<file path="src/rtl/button_seq_gen.sv">
// rtl/button_seq_gen.sv - button-press sequence recorder/player (optional looping via BUTTON_SEQ_LOOP_EN)
module button_seq_gen #(
    parameter int DEPTH      = 16,
    parameter int GAP_CYCLES = 2
) (
    input  logic                     sys_clkp,
    input  logic                     sys_clkn,
    input  logic                     reset_n,
    input  logic                     wr_en,
    input  logic [3:0]               wr_code,
    input  logic [7:0]               wr_hold,
    input  logic                     clear,
    input  logic                     start,
    input  logic                     abort,
    input  logic                     loop_mode,
    output logic [3:0]               button,
    output logic                     busy,
    output logic                     done,
    output logic                     full,
    output logic [$clog2(DEPTH):0]   count,
    output logic [$clog2(DEPTH)-1:0] idx
);
    localparam int IW = $clog2(DEPTH);
    localparam int CW = IW + 1;
    localparam int GW = (GAP_CYCLES > 1) ? $clog2(GAP_CYCLES) : 1;

    typedef enum logic [1:0] {IDLE, DRIVE, GAP, DONE} state_t;

    state_t        state, state_n;
    logic [3:0]    code_mem [DEPTH];
    logic [7:0]    hold_mem [DEPTH];
    logic [7:0]    hold_cnt, hold_cnt_n;
    logic [GW-1:0] gap_cnt, gap_cnt_n;
    logic [IW-1:0] idx_n, load_idx;
    logic [CW-1:0] count_n, idx_next;
    logic [3:0]    button_n;
    logic          busy_n, done_n, full_n;
    logic          wr_ok, last_entry, step, load;
    logic          unused_pins;

    // The negative clock leg exists only for the board-level differential pair.
    assign unused_pins = &{1'b0, sys_clkn, loop_mode};

    assign wr_ok      = (state == IDLE) && wr_en && !full && !clear;
    assign idx_next   = {1'b0, idx} + 1'b1;
    assign last_entry = (idx_next >= count);

    always_comb begin
        state_n    = state;
        idx_n      = idx;
        button_n   = 4'hF;
        busy_n     = 1'b0;
        done_n     = 1'b0;
        count_n    = count;
        hold_cnt_n = hold_cnt;
        gap_cnt_n  = gap_cnt;
        step       = 1'b0;
        load       = 1'b0;
        load_idx   = '0;
        case (state)
            IDLE: begin
                if (clear) begin
                    count_n = '0;
                end else begin
                    if (wr_ok)
                        count_n = count + 1'b1;
                    if (start) begin
                        if (count != '0) begin
                            load = 1'b1;
                        end else begin
                            state_n = DONE;
                            done_n  = 1'b1;
                        end
                    end
                end
            end
            DRIVE: begin
                if (abort) begin
                    state_n = IDLE;
                end else if (hold_cnt != 8'd0) begin
                    hold_cnt_n = hold_cnt - 8'd1;
                    button_n   = button;
                    busy_n     = 1'b1;
                end else if (GAP_CYCLES > 0) begin
                    state_n   = GAP;
                    gap_cnt_n = GW'(GAP_CYCLES - 1);
                    busy_n    = 1'b1;
                end else begin
                    step = 1'b1;
                end
            end
            GAP: begin
                if (abort) begin
                    state_n = IDLE;
                end else if (gap_cnt != '0) begin
                    gap_cnt_n = gap_cnt - GW'(1);
                    busy_n    = 1'b1;
                end else begin
                    step = 1'b1;
                end
            end
            DONE: begin
                state_n = IDLE;
            end
            default: begin
                state_n = IDLE;
            end
        endcase

        if (step) begin
            if (!last_entry) begin
                load     = 1'b1;
                load_idx = idx_next[IW-1:0];
            end
`ifdef BUTTON_SEQ_LOOP_EN
            else if (loop_mode) begin
                load = 1'b1;
            end
`endif
            else begin
                state_n = DONE;
                done_n  = 1'b1;
            end
        end

        // Entering DRIVE always preloads code and hold so outputs stay registered.
        if (load) begin
            state_n    = DRIVE;
            idx_n      = load_idx;
            button_n   = code_mem[load_idx];
            hold_cnt_n = hold_mem[load_idx];
            busy_n     = 1'b1;
        end
    end

    assign full_n = (count_n == CW'(DEPTH));

    always_ff @(posedge sys_clkp or negedge reset_n) begin
        if (!reset_n) begin
            state    <= IDLE;
            button   <= 4'hF;
            busy     <= 1'b0;
            done     <= 1'b0;
            full     <= 1'b0;
            count    <= '0;
            idx      <= '0;
            hold_cnt <= '0;
            gap_cnt  <= '0;
        end else begin
            state    <= state_n;
            button   <= button_n;
            busy     <= busy_n;
            done     <= done_n;
            full     <= full_n;
            count    <= count_n;
            idx      <= idx_n;
            hold_cnt <= hold_cnt_n;
            gap_cnt  <= gap_cnt_n;
        end
    end

    always_ff @(posedge sys_clkp) begin
        if (wr_ok) begin
            code_mem[count[IW-1:0]] <= wr_code;
            hold_mem[count[IW-1:0]] <= wr_hold;
        end
    end
endmodule

</file>
<file path="config.mk">
export PLATFORM = sky130hd
export DESIGN_NAME = button_seq_gen
export DESIGN_NICKNAME = d
export VERILOG_FILES = /design/src/rtl/button_seq_gen.sv
export SDC_FILE = /design/constraint.sdc
export NUM_CORES = 1
export LEC_CHECK = 0
export ABC_AREA = 1
export CORE_ASPECT_RATIO = 1.2
export CORE_MARGIN = 5
export CORE_UTILIZATION = 45
export DETAILED_ROUTE_END_ITERATION = 10
export GPL_TIMING_DRIVEN = 0
export PLACE_DENSITY = 0.7
export SLEW_MARGIN = 20
export SYNTH_ARGS = -nofsm -noshare
export SYNTH_HDL_FRONTEND = slang
export SYNTH_SLANG_ARGS = --single-unit
</file>
<file path="constraint.sdc">
create_clock -name sys_clkp -period 5.5 [get_ports sys_clkp]
set_input_delay 1.1 -clock sys_clkp [delete_from_list [all_inputs] [get_ports sys_clkp]]
set_output_delay 1.1 -clock sys_clkp [all_outputs]
set_load 0.03 [all_outputs]
</file>
==> results_dict.tcl <==
set metrics [dict create \
    die_h_um 175 \
    drt_iter0_markers 978 \
    powerDensity_nw_per_um2 395 \
    hold_viol_final 0 \
    track_usage_pct 21.2 \
    max_freq_mhz 308 \
    grt_max_degree 28 \
    ant_nets 0 \
    grt_pass1_wl_um 41700 \
    routed_wl_um 27300 \
    dr.pass1.iters 6 \
    tightest_slew_ns 0.941 \
    dp_hpwl_um 18900 \
    layout_common_cells "inv_1 (197), edfxtp_1 (192), nand3_1 (162)" \
    gp_congestion 0.922 \
    status "complete, no violations" \
    synthArstFlopShare_pct 12.3 \
    layout_commonest_cell "inv_1" \
    clock_sinks 219 \
    ys_types 31 \
    cts_tree "yes" \
    synth_ff_type "edfxtp_1" \
    critPathMaxFanout 10 \
    clk_pin_slew_ns 0.06 \
    antennaDiodeCount 0 \
    nets 1100 \
    ctsHoldBuffers 0 \
    grt_overflow 0 \
    area_growth_pct 14.7 \
    synth_edf_count 192 \
    vias 7499 \
    period_share_pct 59.1 \
    synth.yosys.warnings 0 \
    numCtsBuffers 22 \
    start_util_pct 45.5 \
    antenna_found_initial 0 \
    drc_errors 0 \
    rsz0062_at_grt "no" \
    die_w_um 147 \
    skew_ns 0.0119 \
    h-tree-depth 1 \
    crit_arrival_ns 3.70 \
    setup_violations 0 \
    fp-row-count 60 \
    min_path_type "reg2reg" \
    cts_resized 0 \
    design.core.area_um2 22300 \
    maxSlewViolCount 0 \
    grt_pass1_vias 7254 \
    synthCells 1005 \
    placed_cell_area_um2 10900 \
    io_pins 36 \
    required_ns 5.95 \
    io_buffer_count 33 \
    die-area_um2 25700 \
    wl_per_cell_um 20.1 \
    leakagePower_uw 0.00497 \
    cts_setup_buffers 0 \
    cts_buffer_depth 3 \
    relSlewSlack_pct 37.2 \
    syn-num-nets 1040 \
    post-route-min-period_ns 3.25 \
    tns_ns 0 \
    crit_path_start_kind "flop" \
    seq_area_frac_synth_pct 63.5 \
    syn_avg_cell_area_um2 10.1 \
    cp-end-kind "flop" \
    drive_above_1_share_pct 9.16 \
    ir_drop_mv 0.289 \
    vias_per_cell 5.51 \
    synth_area_um2 10100 \
    insertion_delay_ns 0.52 \
    fin_area_um2 11600 \
    drv_cap 0 \
    criticalPathCategory "reg2reg" \
    cts_root_buf "clkbuf_16" \
    ys_ff_latch 219 \
]
[area by class of cell]
type / count / area (µm²)
plain buffers: 54 / 272
clock buffers: 29 / 598
clock inverters: 11 / 133
fillers: 1937 / 10700
inverters: 199 / 747
multi-input cells: 533 / 2720
flip-flops and latches: 219 / 6450
well taps: 279 / 349
repair buffers: 36 / 370
[final timing paths]
path	start	endpoint	slack, ns	cells after the start
min in group asynchronous	reset_n	hold_cnt[0]$_DFFE_PN0P_	0.59	1
worst min-delay path	button[2]$_DFFE_PN1P_	button[2]$_DFFE_PN1P_	0.54	4
worst max-delay path	idx[0]$_DFFE_PN0N_	hold_cnt[4]$_DFFE_PN0P_	2.25	18
worst max register to register	idx[0]$_DFFE_PN0N_	hold_cnt[4]$_DFFE_PN0P_	2.25	18
worst min register to register	button[2]$_DFFE_PN1P_	button[2]$_DFFE_PN1P_	0.54	4
max in group asynchronous	reset_n	count[3]$_DFF_PN0_	4.50	1
[sequential cells by signal, summed over array words and instances (netlist names), 2 cells and up]
| signal | count |
|---|---|
| hold_cnt | 8 |
| button | 4 |
| code_mem | 64 |
| count | 5 |
| hold_mem | 128 |
| state | 2 |
| idx | 4 |
[cells in the mapped netlist, types with 2 or more instances]
cell      count  area, µm²
a21o_1        2       15.0
a21oi_1       9       45.0
buf_2        31        155
buf_4         4       30.0
buf_6         2       22.5
clkbuf_1     17       63.8
dfrtp_1      23        576
dfstp_2       4        105
edfxtp_1    192       5770
ha_1         15        188
inv_1       197        739
nand2_1     148        556
nand3_1     162        811
nand4_1      73        457
nor2_1       71        267
nor2_2        2       12.5
nor3_1        3       15.0
o211ai_1      3       22.5
o21ai_0      17       85.1
o21ai_1       7       35.0
o221ai_1      3       26.3
or2_2         5       31.3
xnor2_1       4       35.0
xor2_1        4       35.0
[logic make-up (layout without fill, tap and decap cells)]
| logic type | Yosys count | count (layout) | share of synthesized area, % |
|---|---|---|---|
| AND/OR/NAND/NOR | 467 | 467 | 21.5 |
| buffers and inverters | 253 | 329 | 10.0 |
| flip-flops | 219 | 219 | 63.5 |
| AO/OA/AOI/OAI | 43 | 43 | 2.40 |
| adder cells (fa/ha/maj) | 15 | 15 | 1.85 |
| XOR/XNOR | 8 | 8 | 0.690 |
[layer usage]
| layer | GRT usage [%] | vias to the layer above | wire length, µm |
|---|---|---|---|
| met5 | 0 | - | 0 |
| met4 | 8.20 | 0 | 1100 |
| met3 | 3.44 | 76 | 2380 |
| met2 | 36.5 | 390 | 13300 |
| met1 | 26.7 | 3539 | 10500 |
| li1 | - | 3494 | - |
[power by group]
part	internal [µW]	switching [µW]	total, µW
Sequential	1910	67.0	1970
Combinational	314	781	1090
Clock	909	624	1530
Total	3130	1470	4600
[worst max-delay path, stage by stage (launching register included)]
cell	delay, ns
dfrtp_1	0.45
ha_1	0.26
xor2_1	0.35
ha_1	0.32
nand2_1	0.06
nand2_1	0.04
nand2_1	0.05
nand2_1	0.05
nor2_2	0.11
nand3_1	0.27
buf_2	0.30
buf_4	0.21
nand2_1	0.07
nand3_1	0.11
nand3_1	0.15
nand3_1	0.11
nand3_1	0.14
nand2_1	0.06
inv_1	0.05
[stage by stage]
step | setup WS [ns] | hold WS (ns) | std cells | total power [µW] | utilization, %
2_1_floorplan | 2.74 | 0.471 | 1005 | 2690 | -
3_3_place_gp | 1.68 | 0.498 | 1317 | 3040 | 48.6
3_5_place_dp | 2.02 | 0.528 | 1320 | 3080 | 48.9
4_1_cts | 2.25 | 0.540 | 1360 | 4590 | 52.2
5_1_grt | 1.97 | 0.573 | 1360 | 4790 | 52.2
6_report | 2.25 | 0.536 | 1360 | 4600 | 52.2
Note: power is estimated with default switching activity, not from simulation.
